**config.mk**
```make
export PLATFORM = sky130hd
export DESIGN_NAME = video_stream_source
export DESIGN_NICKNAME = d
export VERILOG_FILES = /design/src/rtl/video_stream_source.sv
export SDC_FILE = /design/constraint.sdc
export NUM_CORES = 1
export LEC_CHECK = 0
export BUFFER_PORTS_ARGS = -buffer_cell sky130_fd_sc_hd__buf_2
export CAP_MARGIN = 0
export CORE_UTILIZATION = 35
export CTS_CLUSTER_SIZE = 24
export DETAILED_ROUTE_END_ITERATION = 7
export SLEW_MARGIN = 15
export SYNTH_ARGS = -nofsm -noshare
export SYNTH_HDL_FRONTEND = slang
export SYNTH_SLANG_ARGS = --single-unit
export TNS_END_PERCENT = 100
```
**constraint.sdc**
```tcl
create_clock -name clk -period 21.7 [get_ports clk]
set_input_delay 5.425 -clock clk [delete_from_list [all_inputs] [get_ports clk]]
set_output_delay 5.425 -clock clk [all_outputs]
set_load 0.005 [all_outputs]
```
**src/rtl/video_stream_source.sv**
```systemverilog
// Programmable raster source: vs/hs/de timing plus Y/U/V test patterns.
// Timing fields and pattern are shadowed per frame so the host can retime between frames.
module video_stream_source #(
    parameter int H_WIDTH    = 12,
    parameter int V_WIDTH    = 11,
    parameter int DATA_WIDTH = 8
) (
    input  logic                  clk,
    input  logic                  rst,
    input  logic                  i_start,
    input  logic                  i_stop,
    input  logic [H_WIDTH-1:0]    i_h_sync,
    input  logic [H_WIDTH-1:0]    i_h_bp,
    input  logic [H_WIDTH-1:0]    i_h_active,
    input  logic [H_WIDTH-1:0]    i_h_fp,
    input  logic [V_WIDTH-1:0]    i_v_sync,
    input  logic [V_WIDTH-1:0]    i_v_bp,
    input  logic [V_WIDTH-1:0]    i_v_active,
    input  logic [V_WIDTH-1:0]    i_v_fp,
    input  logic [1:0]            i_pattern,
    output logic                  o_vs,
    output logic                  o_hs,
    output logic                  o_de,
    output logic [DATA_WIDTH-1:0] o_y,
    output logic [DATA_WIDTH-1:0] o_u,
    output logic [DATA_WIDTH-1:0] o_v,
    output logic                  o_busy,
    output logic                  o_frame_done
);

    localparam int HC = H_WIDTH + 2;
    localparam int VC = V_WIDTH + 2;

    localparam logic [1:0] S_IDLE  = 2'd0;
    localparam logic [1:0] S_RUN   = 2'd1;
    localparam logic [1:0] S_DRAIN = 2'd2;

    localparam logic [H_WIDTH-1:0] H_ONE    = 1;
    localparam logic [V_WIDTH-1:0] V_ONE    = 1;
    localparam logic [HC-1:0]      HC_ONE   = 1;
    localparam logic [HC-1:0]      HC_EIGHT = 8;
    localparam logic [VC-1:0]      VC_ONE   = 1;

    typedef struct packed {
        logic [H_WIDTH-1:0] hs;
        logic [H_WIDTH-1:0] hbp;
        logic [H_WIDTH-1:0] ha;
        logic [H_WIDTH-1:0] hfp;
        logic [V_WIDTH-1:0] vs;
        logic [V_WIDTH-1:0] vbp;
        logic [V_WIDTH-1:0] va;
        logic [V_WIDTH-1:0] vfp;
        logic [1:0]         pat;
    } shadow_t;

    function automatic logic [H_WIDTH-1:0] clamp_h(input logic [H_WIDTH-1:0] f);
        return (f == '0) ? H_ONE : f;
    endfunction

    function automatic logic [V_WIDTH-1:0] clamp_v(input logic [V_WIDTH-1:0] f);
        return (f == '0) ? V_ONE : f;
    endfunction

    logic [1:0]            state_q, state_d;
    logic                  start_q, stop_q;
    logic [HC-1:0]         h_cnt_q, h_cnt_d;
    logic [VC-1:0]         v_cnt_q, v_cnt_d;
    shadow_t               sh_q, sh_d;
    logic [2:0]            bar_q, bar_d;
    logic [HC-1:0]         acc_q, acc_d;
    logic                  vs_q, vs_d, hs_q, hs_d, de_q, de_d;
    logic                  busy_q, busy_d, done_q, done_d;
    logic [DATA_WIDTH-1:0] y_q, y_d, u_q, u_d, v_q, v_d;

    logic [HC-1:0] h_act_start, h_act_end, h_last, acc_n;
    logic [VC-1:0] v_act_start, v_act_end, v_last;
    logic          running, h_wrap, frame_wrap, capture, clear;
    logic          h_in, v_in, de_now, y_b3;
    logic [7:0]    x_lo, y8, u8, v8;
    logic [2:0]    bar_n;

    always_comb begin
        h_act_start = HC'(sh_q.hs) + HC'(sh_q.hbp);
        h_act_end   = h_act_start + HC'(sh_q.ha);
        h_last      = h_act_end + HC'(sh_q.hfp) - HC_ONE;
        v_act_start = VC'(sh_q.vs) + VC'(sh_q.vbp);
        v_act_end   = v_act_start + VC'(sh_q.va);
        v_last      = v_act_end + VC'(sh_q.vfp) - VC_ONE;

        running    = (state_q != S_IDLE);
        h_wrap     = (h_cnt_q == h_last);
        frame_wrap = h_wrap && (v_cnt_q == v_last);

        state_d = state_q;
        capture = running && frame_wrap;
        clear   = 1'b0;
        unique case (state_q)
            S_IDLE: begin
                if (start_q) begin
                    state_d = S_RUN;
                    capture = 1'b1;
                    clear   = 1'b1;
                end
            end
            S_RUN: begin
                if (stop_q) state_d = S_DRAIN;
            end
            S_DRAIN: begin
                if (start_q) state_d = S_RUN;
                else if (frame_wrap) state_d = S_IDLE;
            end
            default: state_d = S_IDLE;
        endcase

        sh_d = sh_q;
        if (capture) begin
            sh_d = '{hs: clamp_h(i_h_sync), hbp: clamp_h(i_h_bp),
                     ha: clamp_h(i_h_active), hfp: clamp_h(i_h_fp),
                     vs: clamp_v(i_v_sync), vbp: clamp_v(i_v_bp),
                     va: clamp_v(i_v_active), vfp: clamp_v(i_v_fp),
                     pat: i_pattern};
        end

        h_cnt_d = h_cnt_q;
        v_cnt_d = v_cnt_q;
        if (clear) begin
            h_cnt_d = '0;
            v_cnt_d = '0;
        end else if (running) begin
            if (h_wrap) begin
                h_cnt_d = '0;
                v_cnt_d = frame_wrap ? '0 : v_cnt_q + VC_ONE;
            end else begin
                h_cnt_d = h_cnt_q + HC_ONE;
            end
        end

        h_in   = (h_cnt_q >= h_act_start) && (h_cnt_q < h_act_end);
        v_in   = (v_cnt_q >= v_act_start) && (v_cnt_q < v_act_end);
        de_now = running && h_in && v_in;
        x_lo   = 8'(h_cnt_q - h_act_start);
        y_b3   = 1'((v_cnt_q - v_act_start) >> 3);

        // acc holds x*8 - bar*h_active; narrow lines may cross several bars per pixel
        acc_n = '0;
        bar_n = '0;
        bar_d = '0;
        acc_d = '0;
        if (running && h_in) begin
            acc_n = acc_q + HC_EIGHT;
            bar_n = bar_q;
            for (int i = 0; i < 8; i++) begin
                if (acc_n >= HC'(sh_q.ha)) begin
                    acc_n = acc_n - HC'(sh_q.ha);
                    bar_n = bar_n + 3'd1;
                end
            end
            acc_d = acc_n;
            bar_d = bar_n;
        end

        y8 = 8'd0;
        u8 = 8'd0;
        v8 = 8'd0;
        if (de_now) begin
            case (sh_q.pat)
                2'd0: begin
                    y8 = 8'd16 + {bar_q, 5'b0};
                    u8 = 8'd128 - {2'b0, bar_q, 3'b0};
                    v8 = 8'd128 + {2'b0, bar_q, 3'b0};
                end
                2'd1: begin
                    y8 = x_lo;
                    u8 = 8'd128;
                    v8 = 8'd128;
                end
                2'd2: begin
                    y8 = (x_lo[3] ^ y_b3) ? 8'd235 : 8'd16;
                    u8 = 8'd128;
                    v8 = 8'd128;
                end
                default: begin
                    y8 = 8'd128;
                    u8 = 8'd128;
                    v8 = 8'd128;
                end
            endcase
        end

        hs_d   = running && (h_cnt_q < HC'(sh_q.hs));
        vs_d   = running && (v_cnt_q < VC'(sh_q.vs));
        de_d   = de_now;
        done_d = running && frame_wrap;
        busy_d = running;
        y_d    = DATA_WIDTH'(y8) << (DATA_WIDTH - 8);
        u_d    = DATA_WIDTH'(u8) << (DATA_WIDTH - 8);
        v_d    = DATA_WIDTH'(v8) << (DATA_WIDTH - 8);
    end

    always_ff @(posedge clk or posedge rst) begin
        if (rst) begin
            state_q <= S_IDLE;
            start_q <= 1'b0;
            stop_q  <= 1'b0;
            h_cnt_q <= '0;
            v_cnt_q <= '0;
            sh_q    <= '0;
            bar_q   <= '0;
            acc_q   <= '0;
            vs_q    <= 1'b0;
            hs_q    <= 1'b0;
            de_q    <= 1'b0;
            busy_q  <= 1'b0;
            done_q  <= 1'b0;
            y_q     <= '0;
            u_q     <= '0;
            v_q     <= '0;
        end else begin
            state_q <= state_d;
            start_q <= i_start;
            stop_q  <= i_stop;
            h_cnt_q <= h_cnt_d;
            v_cnt_q <= v_cnt_d;
            sh_q    <= sh_d;
            bar_q   <= bar_d;
            acc_q   <= acc_d;
            vs_q    <= vs_d;
            hs_q    <= hs_d;
            de_q    <= de_d;
            busy_q  <= busy_d;
            done_q  <= done_d;
            y_q     <= y_d;
            u_q     <= u_d;
            v_q     <= v_d;
        end
    end

    assign o_vs         = vs_q;
    assign o_hs         = hs_q;
    assign o_de         = de_q;
    assign o_y          = y_q;
    assign o_u          = u_q;
    assign o_v          = v_q;
    assign o_busy       = busy_q;
    assign o_frame_done = done_q;

endmodule
```
* Word-level counts from Yosys, hierarchy flattened *
Index checks and enable logic that the tools add are counted.
Widths: inputs -> output; s select.

storage, ports and cells
  register bits after elaboration = 171
  output and inout bits = 29
  input bits = 98

cells by class
  equal/unequal tests = 9
  bitwise gates (word level) = 1
  reductions and logical operators = 23
  multiplexer cells = 63
  magnitude comparators = 14
  $add $sub $neg = 32

operator list
  operator               number
  $mux 14                19
  $ge 14x12->1           8
  $sub 14x12->14         8
  $mux 13                4
  $logic_not 12->1       4
  $mux 12                4
  $mux 3                 16
  $mux 8                 6
  $logic_not 11->1       4
  $mux 11                4
  $add 3x1->3 const B    8
  $pmux 8 s3             1
  $add 13x12->14         1
  $add 14x1->14 const B  1
  $add 14x12->14         1
  $add 14x4->14 const B  1
  $eq 14x14->1           1
  $ge 14x13->1           1
  $lt 14x12->1           1
  $lt 14x14->1           1
  $sub 14x1->14 const B  1
  $add 12x11->13         1
  $add 12x12->13         1
  $add 13x1->13 const B  1
  other kinds (25)       44

* Depth between registers and ports, before layout *
Gate-level depths: netlist of the first run.

  depth after elaboration = 27
  gate-level depth with buffers = 109
  gate-level depth less buffers = 103

* Worst setup path before layout of the first run *
No wires, ideal clock.

  path kind = reg2reg
  start = reg acc_q[3]
  end = reg acc_q[11]
  arrival time = 20.160 ns
  cell stages (with the launch flop) = 104
  setup time = 0.136 ns
  slack = 1.404 ns
  buffers on the path = 9
  cell sequence = dfrtp_1 -> ha_1 -> nand2_1 -> nor2_1 -> and3_1 -> xor2_1 -> ha_1 -> nand4_1 -> or3_1 -> nand4_1 -> or3_1 -> clkbuf_1 -> clkbuf_1 -> mux2_2 -> ha_1 -> o21ai_0 -> o21ai_0 -> nor2_1 -> [... 68 more ...] -> mux2i_1 -> ha_1 -> nor2b_1 -> o21ai_0 -> nand2b_1 -> and2_1 -> o21ai_0 -> nand2b_1 -> and2_1 -> o21ai_0 -> nand2b_1 -> a21oi_1 -> o21bai_1 -> a21o_1 -> a21o_1 -> or2_2 -> o311ai_1 -> a21oi_1

on the way
  cells in the longest elaborated chain, start to end = 25
  elaborated cells between the ends (all ways) = 33
  those cells by class = add/sub: 9; order compare: 8; mux: 16

ends and longest elaborated chain
  item                                            RTL line  text
  start: declaration                              70        logic [HC-1:0] acc_q, acc_d;
  start signal: assignment                        209       acc_q <= '0;
  start signal: assignment                        226       acc_q <= acc_d;
  $add 14x4->14 *                                 150       acc_n = acc_q + HC_EIGHT;
  $sub 14x12->14 or $ge 14x12->1 (tied branches)  154, 153
  $mux 14 *                                       153       if (acc_n >= HC'(sh_q.ha)) begin
  $mux 14 *                                       149       if (running && h_in) begin
  $sub 14x12->14 or $ge 14x12->1 (tied branches)  154, 153
  $mux 14 *                                       153
  $mux 14 *                                       149
  $sub 14x12->14 or $ge 14x12->1 (tied branches)  154, 153
  [... 10 more ...]                               -
  $mux 14 *                                       149
  $sub 14x12->14 or $ge 14x12->1 (tied branches)  154, 153
  $mux 14 *                                       153
  $mux 14 *                                       149
  $sub 14x12->14 or $ge 14x12->1 (tied branches)  154, 153
  $mux 14 *                                       153
  $mux 14 *                                       149
  net acc_d[11]                                   70

The timed path passes the listed nets; every way through them passes the cells marked *. The select of a mux whose other input is x is not followed.
A chain may end at the register's enable or synchronous reset.

* Final worst setup path of the first run *
  start = reg acc_q[3]
  end = reg acc_q[1]

on the way
  cells in the longest elaborated chain, start to end = 25
  elaborated cells between the ends (all ways) = 33
  those cells by class = add/sub: 9; order compare: 8; mux: 16

ends and longest elaborated chain
  item                                            RTL line
  $add 14x4->14 *                                 150
  $ge 14x12->1 or $sub 14x12->14 (tied branches)  153, 154
  $mux 14 *                                       153
  $mux 14 *                                       149
  $sub 14x12->14 or $ge 14x12->1 (tied branches)  154, 153
  $mux 14 *                                       153
  $mux 14 *                                       149
  $sub 14x12->14 or $ge 14x12->1 (tied branches)  154, 153
  [... 10 more ...]                               -
  $mux 14 *                                       149
  $sub 14x12->14 or $ge 14x12->1 (tied branches)  154, 153
  $mux 14 *                                       153
  $mux 14 *                                       149
  $sub 14x12->14 or $ge 14x12->1 (tied branches)  154, 153
  $mux 14 *                                       153
  $mux 14 *                                       149
  net acc_d[1]                                    70

Marks and branches as above.

==> results of run 1 <==
worst register-to-register path, delay by kind of cell (launching register included):
family	cells	cell delay, ps
multiplexers	7	2570
AND/OR/NAND/NOR	28	4880
buffers and inverters	9	1410
AO/OA/AOI/OAI	39	7040
flip-flops	1	420
adder cells (fa/ha/maj)	10	3510
XOR/XNOR	1	220
Yosys cell counts (4+ instances only):
library cell	n	area, sq um
nand4_1	53	332
a211oi_1	16	120
o211ai_1	6	45.0
xnor2_1	140	1230
clkbuf_1	42	158
buf_2	4	20.0
o31a_1	9	78.8
a22o_1	8	70.1
and2_1	7	43.8
and3_1	11	68.8
nor2_1	100	375
a21oi_1	157	786
a21boi_0	14	105
dfrtp_1	162	4050
nor2b_1	38	238
mux2i_1	16	160
o31ai_1	13	97.6
fa_1	15	300
inv_1	231	867
or3_1	12	75.1
a311o_1	4	40.0
ha_1	272	3400
o21ai_0	153	766
nor4_1	33	206
xor2_1	41	359
o21bai_1	26	195
a31oi_1	11	68.8
nand2b_1	31	194
nor4b_1	6	52.6
o21a_1	21	158
nand2_1	144	541
mux2_2	103	1160
o22ai_1	5	31.3
a21o_1	90	676
buf_4	12	90.1
nand3_1	46	230
a22oi_1	5	37.5
nor3_1	29	145
or2_2	6	37.5
through the flow:
stage | hold slack (ps) | worst slack [ps] | utilization | area [sq um]
after detailed placement | 503 | 69.4 | 0.386 | 19900
after floorplan | 480 | 1400 | - | 18400
after global routing | 538 | -52.1 | 0.400 | 20700
after global placement | 497 | 752 | 0.386 | 19900
after CTS | 524 | 55.3 | 0.398 | 20500
final | 517 | 1530 | 0.400 | 20700
worst max path at each step:
stage              from   endpoint  slack (ps)
2_1_floorplan  acc_q[3]  acc_q[11]        1400
4_1_cts        acc_q[3]   acc_q[1]          60
6_report       acc_q[3]   acc_q[1]        1530
5_1_grt        acc_q[3]   acc_q[1]         -50
3_3_place_gp   acc_q[3]   acc_q[1]         750
3_5_place_dp   acc_q[3]   acc_q[1]          70
flip-flops by register name, indices dropped and copies added (netlist names):
| register | flops |
|---|---|
| o_hs | 1 |
| acc_q | 14 |
| o_y | 8 |
| bar_q | 3 |
| v_cnt_q | 13 |
| h_cnt_q | 14 |
| state_q | 2 |
| o_u | 5 |
| o_frame_done | 1 |
| stop_q | 1 |
| o_busy | 1 |
| sh_q | 94 |
| start_q | 1 |
| o_v | 3 |
| o_vs | 1 |
cells by family after synthesis:
logic type / synth area share
flops: 0.220
mux: 0.0730
other cells: 0.000204
buf+inv: 0.0635
xor+xnor: 0.0885
compound gates: 0.203
fa+ha+maj: 0.201
simple gates: 0.150
area by class of cell:
cell class	count	area, sq um	share of cell area
multi-input combinational	1719	13300	0.646
sequential	162	4050	0.196
timing repair buffer	164	946	0.0458
inverter	232	876	0.0424
tap	680	851	0.0412
clock buffer	19	433	0.0210
clock inverter	13	149	0.00721
antenna	1	2.50	0.000121
layer usage:
metal,global-route usage,vias up,share of wire
met5,0,-,0
met3,0.0193,56,0.037
met1,0.261,7729,0.46
met2,0.341,314,0.48
met4,0.0592,0,0.022
li1,-,8010,-
timing repair:
item,4_1_cts,5_1_grt
hold buffers,0,0
gates resized for setup,1,18
buffers inserted,0,4
endpoints found under the setup margin,1,17
pin swaps,0,5
==> flow_metrics.py, run 1 <==
metrics = {
    "critical_path": {
        "r2r-end": "acc_q[1]",
        "crit_cells": 94,
        "worst_path_max_delay_cell": "or3_4",
        "crit_required_ps": 22060,
        "r2r_cells": 94,
        "r2r-start": "acc_q[3]",
        "path_buf_inv": 9,
        "crit_type": "register to register",
        "crit_fanout": 14,
        "critPathCaptureType": "register",
        "r2r_slack_ps": 1530,
        "cp-start-kind": "register",
        "crit_top_cell": "a21oi_1",
        "slowest_delay_ps": 450,
        "cp_data_arrival_time_ps": 20530,
        "cp_top_family": "compound AO/OA/AOI/OAI gates",
    },
    "sta": {
        "slew_headroom": 0.342,
        "hold_viol": 0,
        "worstMarginPinSlew_ps": 987,
        "rsz0062_at_grt": "yes",
        "drv_slew": 0,
        "fin_crit_sh": 0.929,
        "fmaxAchievable_mhz": 49.6,
        "clock_skew_ps": 10.7,
        "post-route-min-period_ps": 20170,
        "setup_viol": 0,
        "setup_tns_ps": 0,
    },
    "drt": {
        "dr.pass1.iters": 7,
        "drcViolationCount": 0,
        "vias": 16100,
        "drt_iter0_drc": 831,
        "antenna_left": 0,
        "wirelength_um": 52400,
        "routedWlPerCell_um": 17.5,
        "via_per_inst": 5.39,
    },
    "placed_design": {
        "dp_cells": 2953,
        "io_buffers": 119,
        "place_congestion": 0.941,
        "dp_hpwl_um": 42500,
    },
    "cells_and_area": {
        "area_growth_pct": 12.2,
        "final_common_cell": "ha_1",
        "drive_gt1_frac": 0.150,
        "final_nets": 2681,
        "stdcell_count": 2990,
        "final.fill_count": 5180,
        "final_cell_mix": "272 x ha_1, 230 x inv_1, 162 x dfrtp_1, 156 x a21oi_1, 150 x o21ai_0",
    },
    "synth": {
        "synth_ff_type": "dfrtp_1",
        "synth_seq_cells": 162,
        "synth-async-reset-ratio": 1.00,
        "ys_seq_area_frac": 0.220,
        "yosys_warnings": 0,
        "synth_edf_count": 0,
        "syn_avg_cell_area_sq_um": 8.49,
        "syn-cell-area_sq_mm": 0.0184,
        "yosysUniqueCellTypes": 88,
        "syn_inst": 2169,
    },
    "floorplanning": {
        "core_sq_mm": 0.0516,
        "io-pin-count": 127,
        "die_area_sq_mm": 0.0535,
        "initial_utilization": 0.357,
        "rows": 83,
        "die_w_um": 231,
        "chipHeight_um": 231,
    },
    "flow_run": {
        "max_cap_viol_count": 0,
    },
    "clock_tree": {
        "clockBufferDepth": 2,
        "clk_latency_ps": 460,
        "clockRootBuffer": "clkbuf_16",
        "cts_made_buffers": 17,
        "htree_levels": 4,
        "cts_tree": "done",
        "clk_pin_slew_ps": 70,
        "clock-sinks": 162,
    },
    "hold_path": {
        "hp-class": "register to register",
        "min_path_cells": 1,
        "holdPathEnd": "sh_q[34]",
        "hp-start": "sh_q[34]",
    },
    "global_route": {
        "grt_antenna_before_repair": 1,
        "grt_max_degree": 89,
        "grt_overflow": 0,
        "grt_pass1_vias": 16000,
        "grt_first_pass_wirelength_um": 84100,
        "track_usage": 0.198,
    },
    "outcome": {
        "status": "finished clean",
    },
}
Power of run 1 is left out: the tool's default activity adds up to more than one toggle a clock period on the data nets, which glitch-free logic cannot reach.
==> run 2: changes to the inputs <==
CORE_UTILIZATION = 57   (was 35)
HOLD_SLACK_MARGIN = 0.1   (was unset)
PLACE_DENSITY = 0.79   (was unset)
==> flow_metrics.py, run 2 (synthesized netlist as in run 1, its figures left out) <==
metrics = {
    "global_route": {
        "track_usage": 0.308,
        "grt_antenna_before_repair": 0,
        "grt_first_pass_wirelength_um": 81600,
        "grt_pass1_vias": 16300,
        "grt_max_degree": 111,
        "grt_overflow": 0,
    },
    "drt": {
        "antenna_left": 0,
        "drcViolationCount": 0,
        "drt_iter0_drc": 1088,
        "routedWlPerCell_um": 18.6,
        "via_per_inst": 6.07,
        "vias": 16400,
        "dr.pass1.iters": 6,
        "wirelength_um": 50300,
    },
    "cells_and_area": {
        "reg_top3": "sh_q x94, acc_q x14, h_cnt_q x14",
        "final_cell_mix": "272 x ha_1, 230 x inv_1, 162 x dfrtp_1, 156 x a21oi_1, 149 x o21ai_0",
        "area_growth_pct": 10.4,
        "stdcell_count": 2709,
        "top_register": "sh_q",
        "final_nets": 2680,
        "largest_reg_flops": 94,
        "final_common_cell": "ha_1",
        "diodes": 0,
        "drive_gt1_frac": 0.148,
        "final.fill_count": 2590,
    },
    "clock_tree": {
        "clk_pin_slew_ps": 70,
        "htree_levels": 4,
        "clock-sinks": 162,
        "hold_buffers": 0,
        "clockBufferDepth": 2,
        "clockRootBuffer": "clkbuf_16",
        "cts_made_buffers": 17,
        "clk_latency_ps": 440,
        "cts_tree": "done",
    },
    "critical_path": {
        "crit_top_cell": "a21oi_1",
        "critPathCaptureType": "register",
        "cp_data_arrival_time_ps": 20690,
        "r2r_cells": 98,
        "slowest_delay_ps": 440,
        "worst_path_max_delay_cell": "dfrtp_1",
        "crit_fanout": 12,
        "crit_type": "register to register",
        "r2r-end": "acc_q[0]",
        "cp-start-kind": "register",
        "r2r_slack_ps": 1360,
        "r2r-start": "acc_q[3]",
        "crit_required_ps": 22050,
    },
    "floorplanning": {
        "chipHeight_um": 182,
        "initial_utilization": 0.582,
        "core_sq_mm": 0.0316,
        "io-pin-count": 127,
        "die_w_um": 182,
        "rows": 65,
        "die_area_sq_mm": 0.0330,
    },
    "placed_design": {
        "place_congestion": 0.987,
        "dp_hpwl_um": 39500,
        "dp_cells": 2671,
        "io_buffers": 119,
        "dp_slack_ps": 401,
    },
    "sta": {
        "setup_tns_ps": 0,
        "drv_slew": 0,
        "fin_crit_sh": 0.937,
        "hold_viol": 0,
        "fmaxAchievable_mhz": 49.2,
        "post-route-min-period_ps": 20340,
        "clock_skew_ps": 9.67,
        "setup_viol": 0,
        "fin_ws_ps": 1360,
        "worstMarginPinSlew_ps": 1090,
        "slew_headroom": 0.264,
    },
    "outcome": {
        "status": "finished clean",
    },
    "hold_path": {
        "hp-class": "register to register",
        "hp-start": "sh_q[16]",
        "holdPathEnd": "sh_q[16]",
        "min_path_cells": 1,
    },
    "flow_run": {
        "max_cap_viol_count": 0,
    },
}
-- run 2: cell type report --
type | count | area [sq um] | share of cell area
Tap cell | 402 | 503 | 0.0247
Clock inverter | 14 | 205 | 0.0101
Multi-Input combinational cell | 1719 | 13300 | 0.656
Timing Repair Buffer | 163 | 926 | 0.0456
Sequential cell | 162 | 4050 | 0.199
Clock buffer | 17 | 425 | 0.0209
Inverter | 232 | 876 | 0.0431
-- run 2: repair_timing --
action	in CTS	in global routing
setup endpoints to repair	0	17
resized for setup	0	18
buffers inserted	0	7
-- run 2: critical path: cells and delay by family (launching register included) --
| family | cells | cell delay, ps |
|---|---|---|
| AND/OR/NAND/NOR | 28 | 4310 |
| multiplexers | 6 | 2150 |
| AO/OA/AOI/OAI | 42 | 8130 |
| XOR/XNOR | 1 | 210 |
| flip-flops | 1 | 440 |
| adder cells (fa/ha/maj) | 11 | 3330 |
| buffers and inverters | 10 | 1580 |
-- run 2: per-stage QoR --
step	util	instance area (sq um)	hold WS, ps
6_report	0.642	20300	521
5_1_grt	0.642	20300	533
4_1_cts	0.638	20200	524
3_5_place_dp	0.618	19500	508
3_3_place_gp	0.618	19500	503
2_1_floorplan	-	18400	480
-- run 2: how the worst max path moves through the flow --
stage	slack (ps)	startpoint	cells after the start	to
2_1_floorplan	1400	acc_q[3]	103	acc_q[11]
3_3_place_gp	1020	acc_q[3]	98	acc_q[0]
3_5_place_dp	400	acc_q[3]	98	acc_q[0]
4_1_cts	280	acc_q[3]	98	acc_q[0]
5_1_grt	-80	acc_q[3]	98	acc_q[1]
6_report	1360	acc_q[3]	98	acc_q[0]
-- run 2: per-layer routing --
layer / GRT usage / vias to the layer above / wire, um
met3: 0.0413 / 119 / 2760
met5: 0 / - / 0
met1: 0.389 / 7835 / 21800
met4: 0.123 / 0 / 1920
li1: - / 7975 / -
met2: 0.529 / 518 / 23800
Power of run 2 is left out for the same reason.
